==> config.mk <==
export PLATFORM = sky130hd
export DESIGN_NAME = divisor_seq
export DESIGN_NICKNAME = d
export VERILOG_FILES = /design/src/rtl/divisor_seq.sv
export SDC_FILE = /design/constraint.sdc
export NUM_CORES = 1
export LEC_CHECK = 0
export CORE_MARGIN = 2
export CORE_UTILIZATION = 45
export CTS_CLUSTER_DIAMETER = 60
export DETAILED_ROUTE_END_ITERATION = 10
export PLACE_DENSITY = 0.66
export REMOVE_ABC_BUFFERS = 1
export SYNTH_ARGS = -nofsm -noshare
export SYNTH_HDL_FRONTEND = slang
export SYNTH_SLANG_ARGS = --single-unit
==> constraint.sdc <==
create_clock -name clk_i -period 2.3 [get_ports clk_i]
set_clock_uncertainty 0.15 [all_clocks]
set_input_delay 0.345 -clock clk_i [delete_from_list [all_inputs] [get_ports clk_i]]
set_output_delay 0.345 -clock clk_i [all_outputs]
set_load 0.02 [all_outputs]
==> src/rtl/divisor_seq.sv <==
// divisor_seq: multi-cycle restoring divider, one quotient bit per clock.
// Unsigned or two's-complement signed mode is selected per operation.
// Ports:
//   clk_i    - clock, rising edge
//   rst_n    - asynchronous active-low reset
//   start_i  - request a division (sampled only when idle)
//   sinal_i  - 0 = unsigned, 1 = signed (sampled with start_i)
//   a_i, b_i - dividend and divisor (sampled with start_i)
//   s_o      - quotient, registered
//   resto_o  - remainder, registered
//   div0_o   - last completed operation had a zero divisor
//   busy_o   - operation in progress
//   done_o   - one-cycle pulse when s_o/resto_o/div0_o update
module divisor_seq #(
  parameter int unsigned WIDTH = 8
) (
  input  logic             clk_i,
  input  logic             rst_n,
  input  logic             start_i,
  input  logic             sinal_i,
  input  logic [WIDTH-1:0] a_i,
  input  logic [WIDTH-1:0] b_i,
  output logic [WIDTH-1:0] s_o,
  output logic [WIDTH-1:0] resto_o,
  output logic             div0_o,
  output logic             busy_o,
  output logic             done_o
);

  localparam int unsigned CntW = $clog2(WIDTH);

  typedef enum logic [1:0] {StIdle, StCalc, StFim} state_e;

  state_e           state_q, state_d;
  logic [WIDTH-1:0] raw_a_q, raw_a_d;   // dividend as captured, for divide-by-zero
  logic [WIDTH-1:0] dvd_q, dvd_d;       // dividend magnitude shifting out, quotient shifting in
  logic [WIDTH-1:0] dvs_q, dvs_d;       // divisor magnitude
  logic [WIDTH-1:0] rem_q, rem_d;       // partial remainder, always < divisor
  logic [CntW-1:0]  cnt_q, cnt_d;
  logic             qneg_q, qneg_d;
  logic             rneg_q, rneg_d;
  logic             zero_q, zero_d;
  logic [WIDTH-1:0] s_q, s_d;
  logic [WIDTH-1:0] resto_q, resto_d;
  logic             div0_q, div0_d;
  logic             done_q, done_d;

  logic             a_neg, b_neg;
  logic [WIDTH-1:0] a_mag, b_mag;
  logic [WIDTH:0]   trial, diff;
  logic             borrow;
  logic             unused_msb;

  assign a_neg = sinal_i & a_i[WIDTH-1];
  assign b_neg = sinal_i & b_i[WIDTH-1];
  assign a_mag = a_neg ? (~a_i + WIDTH'(1)) : a_i;
  assign b_mag = b_neg ? (~b_i + WIDTH'(1)) : b_i;

  // Trial value is one bit wider than the operands so a divisor above 2^(WIDTH-1)
  // cannot overflow the shifted remainder.
  assign trial  = {rem_q, dvd_q[WIDTH-1]};
  assign diff   = trial - {1'b0, dvs_q};
  assign borrow = trial < {1'b0, dvs_q};
  // Kept remainder is always below the divisor, so the top bit is never needed.
  assign unused_msb = trial[WIDTH] ^ diff[WIDTH];

  always_comb begin
    state_d = state_q;
    raw_a_d = raw_a_q;
    dvd_d   = dvd_q;
    dvs_d   = dvs_q;
    rem_d   = rem_q;
    cnt_d   = cnt_q;
    qneg_d  = qneg_q;
    rneg_d  = rneg_q;
    zero_d  = zero_q;
    s_d     = s_q;
    resto_d = resto_q;
    div0_d  = div0_q;
    done_d  = 1'b0;

    unique case (state_q)
      StIdle: begin
        if (start_i) begin
          raw_a_d = a_i;
          zero_d  = (b_i == '0);
          qneg_d  = a_neg ^ b_neg;
          rneg_d  = a_neg;
          dvd_d   = a_mag;
          dvs_d   = b_mag;
          rem_d   = '0;
          cnt_d   = '0;
          state_d = (b_i == '0) ? StFim : StCalc;
        end
      end
      StCalc: begin
        rem_d = borrow ? trial[WIDTH-1:0] : diff[WIDTH-1:0];
        dvd_d = {dvd_q[WIDTH-2:0], ~borrow};
        cnt_d = cnt_q + CntW'(1);
        if (cnt_q == CntW'(WIDTH - 1)) begin
          state_d = StFim;
        end
      end
      StFim: begin
        done_d  = 1'b1;
        state_d = StIdle;
        if (zero_q) begin
          s_d     = '1;
          resto_d = raw_a_q;
          div0_d  = 1'b1;
        end else begin
          s_d     = qneg_q ? (~dvd_q + WIDTH'(1)) : dvd_q;
          resto_d = rneg_q ? (~rem_q + WIDTH'(1)) : rem_q;
          div0_d  = 1'b0;
        end
      end
      default: state_d = StIdle;
    endcase
  end

  always_ff @(posedge clk_i or negedge rst_n) begin
    if (!rst_n) begin
      state_q <= StIdle;
      raw_a_q <= '0;
      dvd_q   <= '0;
      dvs_q   <= '0;
      rem_q   <= '0;
      cnt_q   <= '0;
      qneg_q  <= 1'b0;
      rneg_q  <= 1'b0;
      zero_q  <= 1'b0;
      s_q     <= '0;
      resto_q <= '0;
      div0_q  <= 1'b0;
      done_q  <= 1'b0;
    end else begin
      state_q <= state_d;
      raw_a_q <= raw_a_d;
      dvd_q   <= dvd_d;
      dvs_q   <= dvs_d;
      rem_q   <= rem_d;
      cnt_q   <= cnt_d;
      qneg_q  <= qneg_d;
      rneg_q  <= rneg_d;
      zero_q  <= zero_d;
      s_q     <= s_d;
      resto_q <= resto_d;
      div0_q  <= div0_d;
      done_q  <= done_d;
    end
  end

  assign s_o     = s_q;
  assign resto_o = resto_q;
  assign div0_o  = div0_q;
  assign done_o  = done_q;
  // Busy covers CALC and FIM; it drops on the edge that raises done.
  assign busy_o  = (state_q != StIdle);

endmodule

==> results.sh <==
export IMPL_drc_errors=0
export IMPL_first_global_vias=2654
export IMPL_place_ws_ns=0.05433
export IMPL_path_max_fanout=7
export IMPL_power_density_cells_mw_per_mm2=1492
export IMPL_global_route_overflow_total=0
export IMPL_floorplan_rows=31
export IMPL_end_kind="flip-flop"
export IMPL_clock_tree_buffer_depth=2
export IMPL_worst_hold_path_type="flip-flop to flip-flop"
export IMPL_status="complete, no violations"
export IMPL_critPathLaunchType="flip-flop"
export IMPL_grt_antenna_before_repair=0
export IMPL_crit_path_cell_trace="ha_1, nand4_1, a2111oi_4, nor2_4, buf_4, a32oi_1, o21ai_0"
export IMPL_synth_register_bits=58
export IMPL_drtIter0Drc=107
export IMPL_dpl_instance_area_sq_mm=0.003855
export IMPL_worst_supply_voltage_drop_on_vdd_mv=0.8029
export IMPL_maxSlewViolCount=0
export IMPL_syn_avg_cell_area_sq_um=9.123
export IMPL_dp_hpwl_mm=5.406
export IMPL_clock_power_share=0.171
export IMPL_worst_setup_hold_path_clk_slew_ns=0.07
export IMPL_design_die_area_sq_mm=0.008082
export IMPL_synth_simple_gate_area_frac=0.1703
export IMPL_top_layer_used="met4"
export IMPL_cp_data_arrival_time_ns=2.25
export IMPL_max_freq_mhz=458.7
export IMPL_path_type_of_the_worst_setup_path="flip-flop to flip-flop"
export IMPL_synth_top_family_by_area="compound AO/OA/AOI/OAI gates"
export IMPL_layout_cell_area_non_filler_sq_mm=0.004100
export IMPL_diodes=0
export IMPL_cp_buffers_inverters=1
export IMPL_grt_max_degree=59
export IMPL_final_cells=518
export IMPL_chipWidth_um=89.90
export IMPL_detail_routed_net_length_per_standard_cell_um=14.44
export IMPL_asyncSetResetFlopFracSynth=1.000
export IMPL_yosys_cell_types_count=49
export IMPL_max_cap_viol_count=0
export IMPL_unrepaired_setup_endpoints_after_global_routing="true"
export IMPL_hold_worst_slack_ns=0.3147
export IMPL_design_portCount=39
export IMPL_synth_enable_flop_cells=0
export IMPL_post_route_period_util=0.9478
export IMPL_cts_inserted_buffers=9
export IMPL_avgViaCountPerCell=5.232
export IMPL_met2_wirelength_from_detailed_routing_mm=3.549
export IMPL_r2r_start="rem_q[5]"
export IMPL_netlist_instances=364
export IMPL_critical_path_s_largest_stage_delay_ns=0.41
export IMPL_slew_headroom=0.5754
export IMPL_start_util=0.4603
export IMPL_global_route_usage_total=0.1993
export IMPL_worst_endpoint_required_ns=2.37
export IMPL_synth_yosys_seq_area_share=0.4371
export IMPL_power_report_internal_total_mw=3.588
export IMPL_crit_start="rem_q[5]"
export IMPL_hold_path_startpoint="s_o[5]"
export IMPL_synth_xor_xnor_area_share=0.07385
export IMPL_m1WireLength_mm=3.510
export IMPL_tritoncts="yes"
export IMPL_worst_skew_pair_late_latency_ns=0.34
export IMPL_cp_slowest_cell="dfrtp_1"
export IMPL_nets=449
export IMPL_slew_of_the_pin_with_the_lowest_slew_margin_ns=0.6369
export IMPL_switching_share=0.4134
export IMPL_min_period_ns=2.180
export IMPL_synth_mux_area_fraction=0.03353
export IMPL_cts_root_buffer_cell="clkbuf_8"
export IMPL_total_switching_power_mw=2.529
export IMPL_cellLeakagePower_nw=1.810
export IMPL_worst_path_dominant_cell_family="compound AO/OA/AOI/OAI gates"
export IMPL_synth_yosys_warnings=0
export IMPL_die_y_um=89.90
export IMPL_clock_sink_total=58
export IMPL_final_layout_size_suffix_gt1_frac=0.1074
export IMPL_finalWirelength_mm=7.478
export IMPL_synthAdderAreaFrac=0.05878
export IMPL_clock_tree_htree_level_count=3
export IMPL_floorplan_core_area_sq_mm=0.007214
export IMPL_area_growth_synth_to_final_pct=23.47
export IMPL_synth_compound_gate_area_share=0.1767
export IMPL_finalHoldViolCount=0
export IMPL_drt_pre_antenna_iters=4
export IMPL_sequentialPowerShare=0.303
export IMPL_final_setup_viol_count=0
export IMPL_io_buffer_count=38
export IMPL_worst_slack_ns=0.1201
export IMPL_grt_pass1_wl_mm=12.92
export IMPL_place_gp_congestion=0.8426
export IMPL_number_of_instances_in_the_placed_design=500
export IMPL_tns_ns=0
export IMPL_route_vias_total=2710
export IMPL_antenna_violating_nets_post_route=0
export IMPL_synth_cell_area_sq_mm=0.003321
export IMPL_synthFlopType="dfrtp_1"
export IMPL_power_share_combinational=0.526
export IMPL_detailroute_wirelength_met3_um=360
## cells in the mapped netlist, types with 4 or more instances
| library cell | n | share of area |
|---|---|---|
| nand2_1 | 66 | 0.075 |
| xnor2_1 | 20 | 0.053 |
| dfrtp_1 | 58 | 0.44 |
| clkbuf_1 | 13 | 0.015 |
| o22a_1 | 4 | 0.011 |
| a22oi_1 | 8 | 0.018 |
| nor2_1 | 21 | 0.024 |
| xor2_1 | 8 | 0.021 |
| ha_1 | 14 | 0.053 |
| a21oi_1 | 12 | 0.018 |
| nor3_1 | 5 | 0.0075 |
| inv_1 | 19 | 0.021 |
| nand2b_1 | 7 | 0.013 |
| o21ai_0 | 42 | 0.063 |
| mux2i_1 | 10 | 0.030 |
| nand3_1 | 11 | 0.017 |
## sequential cells by signal (all words and copies together), names as in the netlist, 2 cells and up
signal,cells
cnt_q,3
dvd_q,8
dvs_q,8
raw_a_q,8
rem_q,8
resto_o,8
s_o,8
state_q,2
## area by class of cell
| type | instances | area (sq um) |
|---|---|---|
| Multi-Input combinational cell | 270 | 1713 |
| Tap cell | 99 | 123.9 |
| Clock inverter | 5 | 77.57 |
| Clock buffer | 11 | 141.4 |
| Timing Repair Buffer | 55 | 518.0 |
| Fill cell | 656 | 3114 |
| Inverter | 20 | 75.07 |
| Sequential cell | 58 | 1451 |
## routing by layer
metal	GRT usage	up-vias
li1	-	1361
met1	0.2620	1292
met2	0.3226	52
met3	0.06203	5
met4	0.05128	0
met5	0	-
## through the flow
step / power, mW / util
2_1_floorplan: 3.995 / -
3_3_place_gp: 4.955 / 0.5343
3_5_place_dp: 5.032 / 0.5343
4_1_cts: 6.121 / 0.5661
5_1_grt: 6.650 / 0.5683
6_report: 6.117 / 0.5683
## power by group through the flow
stage                     clock network, mW  logic [mW]  registers [mW]
final                                  1.05        3.22            1.85
after global placement                    0        3.10            1.86
after floorplan                           0        2.02            1.97
after CTS                              1.07        3.19            1.85
after detailed placement                  0        3.16            1.87
after global routing                   1.12        3.61            1.92
## timing repair
item	CTS	global route
endpoints found under the setup margin	0	5
hold buffers	1	0
resized for setup	0	2
setup buffers	0	1
hold endpoints to repair	58	0
## worst min-delay path, stage by stage, from the launching register on
cell and delay (ns):
dfrtp_1 0.34, nand2_1 0.05, nand2_1 0.05
## placed cells by master, fill, tap and decap left out, drive strengths merged, types with 2 or more instances in the layout
master,n
a211oi,3
a21oi,13
a22oi,8
a31oi,2
buf,17
bufinv,2
clkbuf,11
clkdlybuf4s50,37
clkinv,2
dfrtp,58
ha,14
inv,20
mux2i,10
nand2,66
nand2b,7
nand3,11
nor2,22
nor2b,2
nor3,5
nor4,2
o211ai,2
o21ai,43
o221ai,3
o22a,4
o31ai,2
o41ai,4
or2,2
or3,2
or4,2
xnor2,20
xor2,8
## kinds of logic after synthesis
family | count (synthesis)
AO/OA/AOI/OAI | 90
XOR/XNOR | 28
adder cells (fa/ha/maj) | 15
buffers and inverters | 36
flip-flops | 58
multiplexers | 11
AND/OR/NAND/NOR | 126
## final timing paths
| kind | endpoint | slack (ns) | cells after the start |
|---|---|---|---|
| hold reg to reg | s_o[5] | 0.31 | 2 |
| max in group asynchronous | dvd_q[2] | 1.37 | 3 |
| hold / removal | s_o[5] | 0.31 | 2 |
| setup reg to reg | rem_q[7] | 0.12 | 7 |
| setup / recovery | rem_q[7] | 0.12 | 7 |
| min in group asynchronous | raw_a_q[2] | 0.38 | 3 |
Note: power is estimated with default switching activity, not from simulation.
